File: src/rtl/whistle_pkg.sv
// whistle_pkg: FSM encodings, scaling constants and the gain-scaled duty function for the whistle PWM stage.
package whistle_pkg;
  typedef enum logic [1:0] {OFF = 2'd0, RAMP_UP = 2'd1, RUN = 2'd2, RAMP_DOWN = 2'd3} state_e;
  localparam logic [7:0] MIDSCALE = 8'd128;
  localparam logic [4:0] GAIN_MAX = 5'd16;
  localparam int GAIN_SHIFT = 4;
  // 128 + floor((s-128)*g/16); the result always lands in 0..255 for g <= 16
  function automatic logic [7:0] duty_calc(input logic [7:0] s, input logic [4:0] g);
    logic signed [13:0] d, p;
    d = $signed({6'b0, s}) - $signed({6'b0, MIDSCALE});
    p = (d * $signed({9'b0, g})) >>> GAIN_SHIFT;
    p = p + $signed({6'b0, MIDSCALE});
    return p[7:0];
  endfunction
endpackage

File: src/rtl/pwm_core.sv
// pwm_core: free-running period counter with boundary flag and registered duty comparator.
module pwm_core #(
  parameter int W = 8
) (
  input  logic         clk,
  input  logic         rst,
  input  logic         run,
  input  logic [W-1:0] duty,
  output logic         bnd,
  output logic         pwm
);
  logic [W-1:0] cnt_q;
  always_ff @(posedge clk or negedge rst) begin
    if (!rst) begin
      cnt_q <= '0;
      pwm   <= 1'b0;
    end else begin
      cnt_q <= run ? cnt_q + 1'b1 : '0;
      pwm   <= run && (cnt_q < duty);
    end
  end
  assign bnd = cnt_q == '1;
endmodule

File: src/rtl/whistle_pwm_out.sv
// whistle_pwm_out: sample buffering, gain ramp FSM and duty scaling feeding the PWM core; drives amp shutdown.
module whistle_pwm_out
  import whistle_pkg::*;
#(
  parameter int PWM_BITS  = 8,
  parameter int GAIN_BITS = 5,
  parameter int RAMP_DIV  = 4
) (
  input  logic       clk,
  input  logic       rst,
  input  logic       en,
  input  logic [7:0] sample_in,
  input  logic       sample_stb,
  output logic       pwm_out,
  output logic       sd_n,
  output logic       busy,
  output logic [1:0] state
);
  localparam logic [7:0] RAMP_LAST = 8'(RAMP_DIV - 1);
  localparam logic [GAIN_BITS-1:0] GMAX = GAIN_BITS'(GAIN_MAX);
  localparam logic [PWM_BITS-1:0] MID = {1'b1, {(PWM_BITS-1){1'b0}}};
  state_e state_q, state_d;
  logic [GAIN_BITS-1:0] gain_q, gain_d;
  logic [7:0] ramp_q, ramp_d, pending_q, active_q, a_d;
  logic [PWM_BITS-1:0] duty_q;
  logic pend_valid_q, bnd, ramping, wrap;
  assign ramping = state_q == RAMP_UP || state_q == RAMP_DOWN;
  assign wrap = bnd && ramping && ramp_q == RAMP_LAST;
  assign a_d = pend_valid_q ? pending_q : active_q;
  always_comb begin
    ramp_d = state_q == OFF ? '0 : (bnd && ramping) ? (wrap ? '0 : ramp_q + 1'b1) : ramp_q;
    gain_d = state_q == OFF ? '0 : !wrap ? gain_q :
             state_q == RAMP_UP ? (gain_q == GMAX ? gain_q : gain_q + 1'b1) :
             (gain_q == '0 ? gain_q : gain_q - 1'b1);
  end
  always_ff @(posedge clk or negedge rst) begin
    if (!rst) begin
      gain_q       <= '0;
      ramp_q       <= '0;
      pending_q    <= MIDSCALE;
      pend_valid_q <= 1'b0;
      active_q     <= MIDSCALE;
      duty_q       <= MID;
    end else begin
      gain_q       <= gain_d;
      ramp_q       <= ramp_d;
      pending_q    <= sample_stb ? sample_in : pending_q;
      pend_valid_q <= sample_stb || (pend_valid_q && !bnd);
      active_q     <= bnd ? a_d : active_q;
      duty_q       <= bnd ? PWM_BITS'(duty_calc(a_d, 5'(gain_d))) : duty_q;
    end
  end
  always_ff @(posedge clk or negedge rst) begin
    if (!rst) state_q <= OFF;
    else state_q <= state_d;
  end
  always_comb begin
    state_d = state_q;
    unique case (state_q)
      OFF:       state_d = en ? RAMP_UP : OFF;
      RAMP_UP:   state_d = !en ? RAMP_DOWN : (bnd && gain_d == GMAX) ? RUN : RAMP_UP;
      RUN:       state_d = en ? RUN : RAMP_DOWN;
      RAMP_DOWN: state_d = (bnd && gain_d == '0) ? OFF : en ? RAMP_UP : RAMP_DOWN;
    endcase
  end
  always_comb begin
    sd_n  = state_q != OFF;
    busy  = state_q != OFF;
    state = state_q;
  end
  pwm_core #(.W(PWM_BITS)) u_core (
    .clk  (clk),
    .rst  (rst),
    .run  (state_q != OFF),
    .duty (duty_q),
    .bnd  (bnd),
    .pwm  (pwm_out)
  );
endmodule
File: config.mk
export PLATFORM = sky130hd
export DESIGN_NAME = whistle_pwm_out
export DESIGN_NICKNAME = d
export VERILOG_FILES = /design/src/rtl/whistle_pkg.sv /design/src/rtl/pwm_core.sv /design/src/rtl/whistle_pwm_out.sv
export SDC_FILE = /design/constraint.sdc
export NUM_CORES = 1
export LEC_CHECK = 0
export ABC_CLOCK_PERIOD_IN_PS = 5250
export BUFFER_PORTS_ARGS = -buffer_cell sky130_fd_sc_hd__buf_2
export CORE_UTILIZATION = 54
export CTS_BUF_LIST = sky130_fd_sc_hd__clkbuf_4 sky130_fd_sc_hd__clkbuf_8
export DETAILED_ROUTE_END_ITERATION = 12
export PLACE_DENSITY = 0.74
export RECOVER_POWER = 25
export SLEW_MARGIN = 40
export SYNTH_ARGS = -nofsm -noshare
export SYNTH_HDL_FRONTEND = slang
export SYNTH_SLANG_ARGS = --single-unit
File: constraint.sdc
create_clock -name clk -period 5.25 [get_ports clk]
set_input_delay 0.2625 -clock clk [delete_from_list [all_inputs] [get_ports clk]]
set_output_delay 0.2625 -clock clk [all_outputs]
set_load 0.01 [all_outputs]
# == Yosys cells after proc, flatten, opt, wreduce, memory -nomap -nowiden ==
# Index checks and enable logic that the tools add are counted.
# op_classes
n_mul,1
n_addsub,6
magnitude_cmp,1
n_reduce_logical,14
n_mux,17
n_eq_ne,7
# op_table
op,count
two-way mux 8 bit,5
two-way mux 5 bit,5
"adder 8 x 1 -> 8 bit, second input constant",2
multiplier 9 x 6 -> 12 bit,1
"equality test 5 bit, second input constant",2
zero test 5 bit,2
"subtractor 8 x 8 -> 9 bit, second input constant",1
"adder 8 bit, second input constant",1
"equality test 8 x 2 -> 1 bit, second input constant",1
"equality test 8 bit, second input constant",1
less-than comparator 8 bit,1
two-way mux 2 bit,4
one-hot mux 2 bit (4 select lines),1
logical AND 1 bit,6
"adder 5 x 1 -> 5 bit, second input constant",1
"subtractor 5 x 1 -> 5 bit, second input constant",1
"equality test 2 bit, second input constant",2
nonzero test 2 bit,2
"equality test 2 x 1 -> 1 bit, second input constant",1
zero test 2 bit,1
logical OR 1 bit,2
two-way mux 1 bit,2
zero test 1 bit,1
# word_totals
input_bits,12
ff_bits,49

# == Longest topological paths before layout ==
# depth
word_depth,11
depth_mapped,21
mapped_depth_nobuf,20

# == Cells and area by module ==
# From an unflattened synthesis, not the netlist that was laid out.
# hier_totals
hier_cells,429
area_unflattened_um2,3920.0
# modules_own_cells
mod,area_per_inst_um2,cells_each,seq_area_each_um2,instances
whistle_pwm_out,3365.7,371,1004.7,1
pwm_core,554.3,58,225.2,1

# == Worst setup path before layout ==
# Ideal clock, no wire load.
# synth_path
kind,reg-to-reg
from,register gain_q[0]
to,register duty_q[7]
stages_incl_launch_ff,20
synth_period_minus_slack_ns,5.082
required_ns,5.175
setup_time_ns,0.075
arrival_time_ns,5.007
path_slack_ns,0.168
n_path_buf,0
cell_sequence,dfrtp_1 -> inv_1 -> ha_1 -> or4b_4 -> a21o_1 -> a31oi_4 -> nor2_1 -> fa_1 -> inv_1 -> fa_1 -> fa_1 -> inv_1 -> ha_1 -> a21o_1 -> a21oi_1 -> nor2b_1 -> o21a_1 -> o41ai_1 -> xnor3_1 -> o21ai_1
# synth_between
elab_chain_len,7
word_cells_on_any_way,11
classes_between,3 x add/sub; 1 x mul; 1 x eq/ne; 5 x mux; 1 x reduce/logical
# synth_rtl
element,line_no,rtl
from (decl),whistle_pwm_out.sv:23,"logic [GAIN_BITS-1:0] gain_q, gain_d;"
from (signal assigned),whistle_pwm_out.sv:45,gain_q <= gain_d;
"subtractor 5 x 1 -> 5 bit, or another cell as far along",whistle_pwm_out.sv:34,(gain_q == '0 ? gain_q : gain_q - 1'b1);
two-way mux 5 bit (on tied branches),"whistle_pwm_out.sv:34, whistle_pwm_out.sv:33",
two-way mux 5 bit,whistle_pwm_out.sv:33,state_q == RAMP_UP ? (gain_q == GMAX ? gain_q : gain_q + 1'b1) :
two-way mux 5 bit * (2 in a row),whistle_pwm_out.sv:32,gain_d = state_q == OFF ? '0 : !wrap ? gain_q :
multiplier 9 x 6 -> 12 bit *,whistle_pkg.sv:11,"p = (d * $signed({9'b0, g})) >>> GAIN_SHIFT;"
adder 8 bit *,whistle_pkg.sv:12,"p = p + $signed({6'b0, MIDSCALE});"
to (signal assigned),whistle_pwm_out.sv:50,"duty_q <= bnd ? PWM_BITS'(duty_calc(a_d, 5'(gain_d))) : duty_q;"
to (decl),whistle_pwm_out.sv:25,logic [PWM_BITS-1:0] duty_q;
# Every way passes the cells marked *; elsewhere a longest branch is shown, timed or not.
# A chain may end at the register's enable or synchronous reset.

# == Worst setup path after layout ==
# Same ends and word-level chain as after synthesis.

==> metrics.yaml <==
routing:
  ant_nets: 0
  drtIter0Drc: 142
  wirelength_mm: 7.82
  via_per_inst: 5.43
  wire_per_inst_um: 14.1
  route.detailed.drc: 0
  first_pass_iters: 4
  num_vias: 3003
setup_path:
  critPathBufInv: 4
  cp_top_family: "adder cells"
  cp_slowest_cell: "fa_1"
  crit-reg2reg-launch: "gain_q[0]"
  cp_slowest_stage_delay_ns: 0.53
  crit_path_start_kind: "register"
  crit_chain: "inv_1 > ha_2 > or4b_4 > a21o_1 > a31oi_4 > buf_4 > nor2_1 > fa_1 > fa_1 > inv_1 > fa_1 > inv_1 > ha_1 > a21oi_2 > nor2b_1 > o21a_1 > o41ai_2 > xnor3_1 > o21ai_1"
  crit_path_end_kind: "register"
  cp.arrival_ns: 5.24
  crit_required_ns: 5.48
  path_class: "reg -> reg"
  startpoint: "gain_q[0]"
  crit_fanout: 4
sta:
  min_period_ns: 5.01
  fin_ws_ns: 0.243
  finalCritPeriodShare_pct: 95.4
  clock_skew_ns: 0.00615
  worst_slew_pin_slew_ns: 2.56
  setup_viol_count_final: 0
  slew_viol_final: 50
  max_freq_mhz: 200
  timing.slew.headroom_pct: -70.7
  finalHoldViolCount: 0
placed_design:
  port_buffers: 16
  dp_hpwl_mm: 5.97
  gp_congestion: 0.931
  dpl_worst_slack_ns: 0.0185
synth:
  postSynthCellCount: 415
  synthesis.nets: 477
  ys_types: 63
  synth_top_flop_cell: "dfrtp_1"
  ys_seq_area_share_pct: 31.4
  syn_area_um2: 3920
  yosys_register_bits: 49
  yosys_warnings: 0
  postSynthAreaPerCell_um2: 9.45
  synth_edf_count: 0
  synthArstFlopShare_pct: 100
clock_network:
  clk_pin_slew_ns: 0.10
  cts.path.max_buffers: 2
  cts_buffers: 5
  cts_tree: "done"
  numClockSinks: 49
  h-tree-depth: 2
  clock-root-buffer: "clkbuf_8"
  worstSkewPairLatency_ns: 0.31
floorplanning:
  initial_utilization_pct: 56.8
  core_um2: 6910
  std_cell_rows: 30
  dieArea_um2: 7610
  die_x_um: 87.2
  dieHeight_um: 87.2
  io_pins: 17
cells_and_area:
  utilization_pct: 65.1
  diodes: 0
  areaGrowthSynthToFinish_pct: 14.6
  layout.nets: 518
  layout-drive-gt1-share_pct: 20.6
  mostFrequentLayoutCells: "nor2_1, inv_1, dfrtp_1, nand2_1, buf_4"
grt:
  grt_first_pass_wirelength_mm: 13.3
  grt_antenna_before_repair: 0
  grt_util_all_layers_pct: 22.6
  first_global_vias: 2935
  grt_max_degree: 50
  overflow: 0
power_and_ir_drop:
  power_density_nw_per_um2: 240
  leakage_uw: 0.00219
  ir_drop_mv: 0.145
  p_total_uw: 1080
hold_path:
  hp-class: "in -> reg"
  worstHoldStart: "sample_in[5]"
status:
  failed_checks: "max-capacitance violations, max-slew violations"
  status: "finished with violations"
run:
  drv_cap: 1
[cell usage after synthesis, types with 3 or more instances]
master    count  share of area, %
dfrtp_1      46                29
a21oi_1       6              0.77
mux2_2       11               3.2
nand2_1      33               3.2
o21ai_1       4              0.51
buf_2         4              0.51
buf_4         3              0.57
xnor2_1       8               1.8
mux2i_1      12               3.1
inv_1        50               4.8
nor2_1       51               4.9
and4_1        3              0.67
dfstp_2       3               2.0
xor2_1        6               1.3
nor3_1        5              0.64
nand2b_1      4              0.64
o21ai_0      25               3.2
o31ai_1       3              0.57
nand4_1       3              0.48
a21o_1        9               1.7
ha_1         28               8.9
o21a_1        3              0.57
nand3_1      13               1.7
nor2b_1       6              0.96
fa_1         22                11
clkbuf_1      6              0.57
[where the power goes]
| part | total, uW | switching [uW] | internal, uW | leakage, uW |
|---|---|---|---|---|
| sequential | 441 | 28.8 | 412 | 0.000640 |
| combinational | 313 | 172 | 141 | 0.00148 |
| clock | 325 | 133 | 192 | 0.0000687 |
[final cells by class]
class / count / area, um^2
Sequential cell: 49 / 1230
Inverter: 52 / 195
Fill cell: 581 / 2410
Timing Repair Buffer: 48 / 322
Tap cell: 96 / 120
Clock buffer: 5 / 68.8
Multi-Input combinational cell: 300 / 2490
Clock inverter: 3 / 68.8
[final timing paths]
path / endpoint / slack, ns / cells after the start
worst min-delay path: pending_q[5] / 0.18 / 2
max in group asynchronous: active_q[6] / 2.51 / 2
worst min register to register: active_q[7] / 0.47 / 2
worst max register to register: duty_q[7] / 0.24 / 19
worst max-delay path: duty_q[7] / 0.24 / 19
min in group asynchronous: u_core.cnt_q[5] / 1.28 / 2
[layer usage]
layer	track usage [%]	vias to the layer above	share of wire [%]
met5	0	-	0
met4	7.75	0	2.1
met3	3.41	16	3.2
met2	39.0	58	49
met1	29.1	1445	46
li1	-	1484	-
[flip-flops by register name, summed over array words and instances, names as in the netlist]
register,count
pending_q,8
duty_q,8
active_q,8
pend_valid_q,1
u_core.pwm,1
state,2
ramp_q,8
gain_q,5
u_core.cnt_q,8
[cells by family after synthesis]
family          share of synthesized area, %
compound gates                          13.2
xor+xnor                                3.70
fa+ha+maj                               20.2
buf+inv                                 6.92
flops                                   31.4
mux                                     6.57
simple gates                            18.1
[metrics by stage]
stage / TNS (ns) / hold slack (ns) / std cells / cell area (um^2)
floorplan: 0 / -0.0331 / 415 / 3920
global placement: 0 / 0.446 / 539 / 4240
detailed placement: 0 / 0.322 / 540 / 4250
CTS: 0 / 0.178 / 551 / 4410
global route: -0.0130 / 0.178 / 553 / 4500
finish: 0 / 0.183 / 553 / 4500
[repair_timing]
item | CTS | global route
gates resized for setup | 0 | 12
setup endpoints to repair | 1 | 3
pin swaps | 1 | 5
endpoints found under the hold margin | 46 | 0
setup buffers | 2 | 2
hold buffers | 1 | 0
Note: power is estimated with default switching activity, not from simulation.
